<file path="src/rtl/mem_arbiter.sv">
// Fetch/data arbiter for the shared single-port multi-cycle memory.
// Define MEM_ARB_PERF_EN to add saturating grant/stall perf counters.
`timescale 1ns/1ps
module mem_arbiter #(
  parameter int ADDR_W     = 16,
  parameter int DATA_W     = 16,
  parameter int STARVE_MAX = 4
) (
  input  logic              clk,
  input  logic              rst_n,
  input  logic              if_req,
  input  logic [ADDR_W-1:0] if_addr,
  output logic [DATA_W-1:0] if_rdata,
  output logic              if_done,
  input  logic              d_req,
  input  logic              d_wr,
  input  logic [ADDR_W-1:0] d_addr,
  input  logic [DATA_W-1:0] d_wdata,
  output logic [DATA_W-1:0] d_rdata,
  output logic              d_done,
  output logic              mem_en,
  output logic              mem_wr,
  output logic [ADDR_W-1:0] mem_addr,
  output logic [DATA_W-1:0] mem_wdata,
  input  logic [DATA_W-1:0] mem_rdata,
  input  logic              mem_valid
`ifdef MEM_ARB_PERF_EN
  ,
  output logic [15:0]       perf_if_grants,
  output logic [15:0]       perf_d_grants,
  output logic [15:0]       perf_stall_cyc
`endif
);

  localparam int SW = $clog2(STARVE_MAX + 1);
  localparam logic [SW-1:0] SMAX = SW'(STARVE_MAX);

  typedef enum logic [1:0] {
    IDLE,
    FETCH,
    DATA,
    DONE
  } state_t;

  state_t state;
  state_t nxt;

  logic [SW-1:0] starveCnt;
  logic          dFirst;
  logic          grantIf;
  logic          grantD;
  logic          busy;
  logic          finish;

  // Data wins unless it has starved a pending fetch for too long.
  always_comb begin
    dFirst  = d_req && (starveCnt < SMAX);
    grantD  = 1'b0;
    grantIf = 1'b0;
    if (state == IDLE) begin
      grantD  = dFirst || (!if_req && d_req);
      grantIf = !dFirst && if_req;
    end
  end

  assign busy   = (state == FETCH) || (state == DATA);
  assign finish = busy && mem_valid;

  always_comb begin
    nxt = state;
    unique case (state)
      IDLE: begin
        unique case (1'b1)
          grantD:  nxt = DATA;
          grantIf: nxt = FETCH;
          default: nxt = IDLE;
        endcase
      end
      FETCH,
      DATA: begin
        if (mem_valid) begin
          nxt = DONE;
        end
      end
      DONE: nxt = IDLE;
      default: nxt = IDLE;
    endcase
  end

  always_ff @(posedge clk or negedge rst_n) begin
    if (!rst_n) begin
      state <= IDLE;
    end else begin
      state <= nxt;
    end
  end

  always_ff @(posedge clk or negedge rst_n) begin
    if (!rst_n) begin
      mem_en    <= 1'b0;
      mem_wr    <= 1'b0;
      mem_addr  <= '0;
      mem_wdata <= '0;
    end else if (grantD) begin
      mem_en    <= 1'b1;
      mem_wr    <= d_wr;
      mem_addr  <= d_addr;
      mem_wdata <= d_wdata;
    end else if (grantIf) begin
      mem_en    <= 1'b1;
      mem_wr    <= 1'b0;
      mem_addr  <= if_addr;
    end else if (finish) begin
      mem_en    <= 1'b0;
      mem_wr    <= 1'b0;
    end
  end

  always_ff @(posedge clk or negedge rst_n) begin
    if (!rst_n) begin
      if_rdata <= '0;
      d_rdata  <= '0;
      if_done  <= 1'b0;
      d_done   <= 1'b0;
    end else begin
      if_done <= 1'b0;
      d_done  <= 1'b0;
      if (finish && state == FETCH) begin
        if_rdata <= mem_rdata;
        if_done  <= 1'b1;
      end
      if (finish && state == DATA) begin
        d_rdata <= mem_rdata;
        d_done  <= 1'b1;
      end
    end
  end

  always_ff @(posedge clk or negedge rst_n) begin
    if (!rst_n) begin
      starveCnt <= '0;
    end else if (state == IDLE) begin
      if (!if_req || grantIf) begin
        starveCnt <= '0;
      end else if (grantD && starveCnt < SMAX) begin
        starveCnt <= starveCnt + 1'b1;
      end
    end
  end

`ifdef MEM_ARB_PERF_EN
  logic ifStall;
  logic dStall;

  // A port is stalled while it requests but is neither granted,
  // in service, nor receiving its done pulse.
  assign ifStall = if_req && !if_done &&
                   (state != FETCH) && !grantIf;
  assign dStall  = d_req && !d_done &&
                   (state != DATA) && !grantD;

  always_ff @(posedge clk or negedge rst_n) begin
    if (!rst_n) begin
      perf_if_grants <= '0;
      perf_d_grants  <= '0;
      perf_stall_cyc <= '0;
    end else begin
      if (grantIf && perf_if_grants != 16'hFFFF) begin
        perf_if_grants <= perf_if_grants + 16'd1;
      end
      if (grantD && perf_d_grants != 16'hFFFF) begin
        perf_d_grants <= perf_d_grants + 16'd1;
      end
      if ((ifStall || dStall) &&
          perf_stall_cyc != 16'hFFFF) begin
        perf_stall_cyc <= perf_stall_cyc + 16'd1;
      end
    end
  end
`endif

endmodule

</file>
<file path="config.mk">
export PLATFORM = sky130hd
export DESIGN_NAME = mem_arbiter
export DESIGN_NICKNAME = d
export VERILOG_FILES = /design/src/rtl/mem_arbiter.sv
export SDC_FILE = /design/constraint.sdc
export NUM_CORES = 1
export LEC_CHECK = 0
export BUFFER_PORTS_ARGS = -buffer_cell sky130_fd_sc_hd__buf_4
export CORE_MARGIN = 4
export CORE_UTILIZATION = 35
export DETAILED_ROUTE_END_ITERATION = 6
export GPL_ROUTABILITY_DRIVEN = 1
export PLACE_DENSITY = 0.64
export SYNTH_ARGS = -nofsm -noshare
export SYNTH_HDL_FRONTEND = slang
export SYNTH_SLANG_ARGS = --single-unit
</file>
<file path="constraint.sdc">
create_clock -name clk -period 2.3 [get_ports clk]
set_input_delay 0.23 -clock clk [delete_from_list [all_inputs] [get_ports clk]]
set_output_delay 0.23 -clock clk [all_outputs]
set_load 0.02 [all_outputs]
</file>
==> impl_metrics.env, run 1 <==
export IMPL_status="completed"
export IMPL_cts_sinks=73
export IMPL_ys_seq_elements=73
export IMPL_p_sw_share_pct=38.9
export IMPL_cts_resized=0
export IMPL_grt_use_total_pct=15.0
export IMPL_drv_cap=0
export IMPL_yosysMostFrequentCell="dfrtp_1"
export IMPL_cts_hold_buf=0
export IMPL_finClkSkew_ns=0.0149
export IMPL_cts_tree="yes"
export IMPL_p_switching_uw=2530
export IMPL_die_w_microns=102
export IMPL_synthCells=239
export IMPL_start_kind="flop"
export IMPL_crit_type="reg -> reg"
export IMPL_dpl_hpwl_microns=5680
export IMPL_drc=0
export IMPL_io_pins=138
export IMPL_drv_slew=0
export IMPL_p_int_uw=3970
export IMPL_drt_pass1_iter_count=4
export IMPL_cts_root_buf="clkbuf_8"
export IMPL_ys_async_sr_fraction_pct=100
export IMPL_die_y_microns=102
export IMPL_critPathSlowestCell="dfrtp_1"
export IMPL_postCtsSetupBuffers=0
export IMPL_drtIter0Drc=36
export IMPL_rsz0062_at_grt="no"
export IMPL_syn_cell_area_sq_mm=0.00310
export IMPL_synth_distinct_cells=30
export IMPL_fill_cells=791
export IMPL_cp_slowest_stage_delay_ns=0.41
export IMPL_synth_area_per_cell_sq_um=13.0
export IMPL_critPathBufInv=1
export IMPL_synth_main_ff_cell="dfrtp_1"
export IMPL_pwr_share_seq_pct=34.7
export IMPL_cp_max_fo=18
export IMPL_endpoint_kind="flop"
export IMPL_layout_nets=448
export IMPL_layout_min_cycle_time_ns=1.85
export IMPL_p_per_area_mw_per_mm2=1480
export IMPL_wl_microns=7740
export IMPL_grt_pass1_wl_microns=12200
export IMPL_synth_top_cells_by_count="dfrtp_1, mux2_2, o21ai_0, a31oi_1, nor2_1"
export IMPL_clkPwrFrac_pct=15.1
export IMPL_synth_edf_count=0
export IMPL_synth_nets=314
export IMPL_core_area_sq_mm=0.00868
export IMPL_slew_headroom_pct=38.7
export IMPL_yosysWarnings=0
export IMPL_synth_seq_area_share_pct=58.8
export IMPL_synth_top_area_cell="dfrtp_1"
export IMPL_final_hold_viol_count=0
export IMPL_drive_gt1_share_pct=54.8
export IMPL_antenna_found_initial=0
export IMPL_die_area_sq_mm=0.0104
export IMPL_synth_top_area_share_pct=58.8
export IMPL_cp_cell_sequence="inv_1 -> ha_1 -> nand2_4 -> nor2_8 -> mux2_2"
export IMPL_path_clk_slew_ns=0.08
export IMPL_p_leak_uw=0.00208
export IMPL_tns_ns=0
export IMPL_cts_made_buffers=9
export IMPL_overflow=0
export IMPL_num_rows=34
export IMPL_crit_family="simple AND/OR/NAND/NOR gates"
export IMPL_worstHoldPathType="in -> async"
export IMPL_required_ns=2.52
export IMPL_grt_pass1_vias=2458
export IMPL_grt_max_degree=74
export IMPL_cp_arrival_ns=2.07
export IMPL_ant_nets=0
export IMPL_gp_congestion=0.777
export IMPL_final_period_utilization_pct=80.3
export IMPL_wl_per_cell_microns=15.9
export IMPL_syn_to_final_growth_pct=41.8
export IMPL_dp_cells=470
export IMPL_fmax_mhz=541
export IMPL_finalSetupViolCount=0
export IMPL_num_vias=2388
export IMPL_instances_no_fill=486
export IMPL_vdd_ir_drop_worst_v=0.000520
export IMPL_worstSkewPairLatency_ns=0.34
export IMPL_htree_levels=3
export IMPL_n_antenna_cell=0
export IMPL_port_buffers=137
export IMPL_holdWs_ns=0.0158
export IMPL_start_util_pct=35.8
export IMPL_vias_per_cell=4.91
export IMPL_ys_top_cells_by_area="dfrtp_1, mux2_2, mux2_4"
export IMPL_combPwrFrac_pct=50.1
export IMPL_clock_tree_buffer_depth=2
export IMPL_tightest_slew_ns=0.919
kinds of logic after synthesis:
kind of cell | after synthesis | share of synthesized area, %
flip-flops | 73 | 58.8
multiplexers | 49 | 18.7
AND/OR/NAND/NOR | 49 | 8.79
AO/OA/AOI/OAI | 41 | 8.06
buffers and inverters | 22 | 3.59
adder cells (fa/ha/maj) | 5 | 2.02
sequential cells by signal, indices dropped and copies added (netlist names):
name / flops
if_done: 1
d_rdata: 16
mem_wdata: 16
mem_en: 1
mem_addr: 16
d_done: 1
state: 2
mem_wr: 1
starveCnt: 3
if_rdata: 16
worst paths after layout:
check,endpoint,cells past startpoint,start,slack [ns]
setup / recovery,mem_wdata[1]$_DFFE_PN0N_,5,state[1]$_DFFE_PN0P_,0.45
hold / removal,if_rdata[4]$_DFFE_PN0P_,1,rst_n,0.02
setup reg to reg,mem_wdata[1]$_DFFE_PN0N_,5,state[1]$_DFFE_PN0P_,0.45
hold reg to reg,mem_en$_DFFE_PN0P_,1,mem_en$_DFFE_PN0P_,0.48
max in group asynchronous,state[0]$_DFFE_PN0P_,1,rst_n,1.66
min in group clk,mem_wr$_DFFE_PN0P_,2,d_wr,0.10
through the flow:
step / util (%) / power (uW) / area (sq um) / setup slack, ns
floorplan: - / 4190 / 3100 / 0.696
global route: 50.7 / 6920 / 4400 / 0.340
CTS: 50.7 / 6600 / 4400 / 0.434
detailed placement: 48.5 / 5600 / 4210 / 0.449
global placement: 48.5 / 5510 / 4210 / 0.537
finish: 50.7 / 6500 / 4400 / 0.452
cell usage in the layout (no fill, tap or decap), types with 2 or more instances in the layout:
master / instances
nand4_1: 16
ha_1: 5
mux2_4: 8
inv_1: 6
clkbuf_8: 9
nand3_1: 2
buf_4: 138
nor2_1: 17
clkinvlp_4: 3
o21ai_0: 18
mux2_2: 40
a31oi_1: 17
nand2_1: 5
dfrtp_1: 73
nand2b_1: 2
routing by layer:
metal	up-vias	routed length, microns	global-route usage, %
li1	1127	-	-
met1	1149	3270	19.8
met2	106	3510	22.3
met3	6	883	5.87
met4	0	76	5.35
met5	-	0	0
power by group through the flow:
stage               Clock, uW  Combinational, uW  Sequential (uW)
detailed placement          0               3320             2280
CTS                      1020               3310             2270
global route             1080               3500             2340
finish                    984               3260             2260
global placement            0               3240             2270
floorplan                   0               1220             2980
final cells by class:
cell class | instances | area [sq um] | share of cell area [%]
multi-input cells | 144 | 1170 | 26.5
flip-flops and latches | 73 | 1830 | 41.5
repair buffers | 139 | 1060 | 24.0
clock buffers | 10 | 128 | 2.90
well taps | 108 | 135 | 3.07
clock inverters | 6 | 66.3 | 1.51
inverters | 6 | 22.5 | 0.512
(Power assumes the default switching activity.)
==> run 2: changes to the inputs <==
- PLACE_DENSITY: 0.64 -> 0.67
- clock period: 2.3 -> 1.6 ns (I/O delays scaled with it)
==> impl_metrics.env, run 2 (same netlist as run 1, synthesis figures left out) <==
export IMPL_combPwrFrac_pct=51.5
export IMPL_min_path_cells=2
export IMPL_finalSetupViolCount=0
export IMPL_die_area_sq_mm=0.0104
export IMPL_critPathSlowestCell="dfrtp_1"
export IMPL_cp_cell_sequence="inv_2 -> ha_4 -> nand2_4 -> nor2_8 -> buf_12 -> mux2_2"
export IMPL_rr_endpoint="mem_wdata[2]$_DFFE_PN0N_"
export IMPL_p_switching_uw=3740
export IMPL_rsz0062_at_grt="no"
export IMPL_clkPwrFrac_pct=15.1
export IMPL_mostFrequentLayoutCell="buf_4"
export IMPL_cp_arrival_ns=1.72
export IMPL_grt_max_degree=40
export IMPL_drc=0
export IMPL_wl_per_cell_microns=15.7
export IMPL_p_sw_share_pct=38.5
export IMPL_gp_congestion=0.741
export IMPL_drt_pass1_iter_count=4
export IMPL_p_int_uw=5980
export IMPL_start_util_pct=35.8
export IMPL_status="completed"
export IMPL_tns_ns=0
export IMPL_cts_made_buffers=9
export IMPL_die_w_microns=102
export IMPL_pwr_share_seq_pct=33.4
export IMPL_required_ns=1.82
export IMPL_drive_gt1_share_pct=57.5
export IMPL_crit_type="reg -> reg"
export IMPL_worstSkewPairLatency_ns=0.33
export IMPL_ant_nets=0
export IMPL_critPathBufInv=2
export IMPL_grt_use_total_pct=15.1
export IMPL_crit_family="flip-flops"
export IMPL_fill_cells=776
export IMPL_layout_min_cycle_time_ns=1.50
export IMPL_syn_to_final_growth_pct=48.2
export IMPL_drtIter0Drc=65
export IMPL_wl_microns=7850
export IMPL_vias_per_cell=4.93
export IMPL_finClkSkew_ns=0.0107
export IMPL_cp_max_fo=12
export IMPL_num_rows=34
export IMPL_cts_sinks=73
export IMPL_cts_tree="yes"
export IMPL_final_hold_viol_count=0
export IMPL_dpl_hpwl_microns=5840
export IMPL_postCtsSetupBuffers=0
export IMPL_power_total_uw=9720
export IMPL_core_area_sq_mm=0.00868
export IMPL_cts_root_buf="clkbuf_8"
export IMPL_htree_levels=3
export IMPL_io_pins=138
export IMPL_clock_tree_buffer_depth=2
export IMPL_cp_slowest_stage_delay_ns=0.40
export IMPL_worstHoldPathType="in -> reg"
export IMPL_drv_cap=0
export IMPL_hp_start="d_wr"
export IMPL_antenna_found_initial=0
export IMPL_path_clk_slew_ns=0.09
export IMPL_endpoint_kind="flop"
export IMPL_die_y_microns=102
export IMPL_hold_path_endpoint="mem_wr$_DFFE_PN0P_"
export IMPL_cp_startpoint="state[0]$_DFFE_PN0P_"
export IMPL_r2r_start="state[0]$_DFFE_PN0P_"
export IMPL_tightest_slew_ns=0.472
export IMPL_grt_pass1_wl_microns=12200
export IMPL_port_buffers=137
export IMPL_place_ws_ns=-0.0587
export IMPL_overflow=0
export IMPL_final_period_utilization_pct=93.7
export IMPL_p_leak_uw=0.00219
export IMPL_r2r_slack_ns=0.10
export IMPL_drv_slew=0
export IMPL_start_kind="flop"
export IMPL_num_vias=2468
export IMPL_slew_headroom_pct=68.5
export IMPL_layout_common_cells="buf_4, dfrtp_1, mux2_2, o21ai_0"
export IMPL_grt_pass1_vias=2419
export IMPL_n_antenna_cell=0
export IMPL_p_per_area_mw_per_mm2=2110
export IMPL_fmax_mhz=667
export IMPL_finalWorstSetupSlack_ns=0.101
export IMPL_vdd_ir_drop_worst_v=0.000731
export IMPL_r2r_cells=6
export IMPL_layout_nets=463
run 2: power groups by stage:
stage	clock network, uW	registers [uW]	logic, uW
floorplan	0	4280	1760
global placement	0	3260	4930
detailed placement	0	3280	5020
CTS	1520	3250	5030
global route	1590	3350	5380
finish	1470	3250	5010
run 2: layer usage:
metal / share of wire [%] / vias to the layer above / GRT usage (%)
met3: 9.8 / 6 / 4.10
met4: 1.2 / 0 / 6.05
met2: 44 / 123 / 22.6
li1: - / 1167 / -
met5: 0 / - / 0
met1: 45 / 1172 / 20.7
run 2: worst register-to-register path: stages (launching register included):
cell,delay [ns]
dfrtp_1,0.40
inv_2,0.10
ha_4,0.17
nand2_4,0.07
nor2_8,0.15
buf_12,0.16
mux2_2,0.34
run 2: timing repair:
action,in CTS,in global routing
endpoints found under the hold margin,34,0
hold buffers,1,0
cloned,0,0
endpoints found under the setup margin,24,26
gates resized for setup,2,4
run 2: worst max path at each step:
stage | endpoint | depth (start not counted)
floorplan | mem_wdata[10]$_DFFE_PN0N_ | 7
global placement | mem_wdata[7]$_DFFE_PN0N_ | 6
detailed placement | mem_addr[4]$_DFFE_PN0P_ | 7
CTS | mem_addr[9]$_DFFE_PN0P_ | 7
global route | mem_addr[8]$_DFFE_PN0P_ | 7
finish | mem_wdata[2]$_DFFE_PN0N_ | 6
run 2: per-stage QoR:
stage | cell area, sq um | utilization, % | instances | hold slack [ns]
3_5_place_dp | 4370 | 50.4 | 484 | 0.156
3_3_place_gp | 4370 | 50.4 | 484 | 0.147
5_1_grt | 4600 | 53.0 | 501 | 0.0195
2_1_floorplan | 3110 | - | 239 | -0.136
6_report | 4600 | 53.0 | 501 | 0.0436
4_1_cts | 4590 | 52.9 | 501 | 0.0307
run 2: area by class of cell:
cell class	count	area [sq um]	share of cell area (%)
Sequential cell	73	1830	39.7
Timing Repair Buffer	154	1240	26.9
Multi-Input combinational cell	144	1180	25.6
Tap cell	108	135	2.94
Clock buffer	9	124	2.69
Clock inverter	7	76.3	1.66
Inverter	6	22.5	0.489
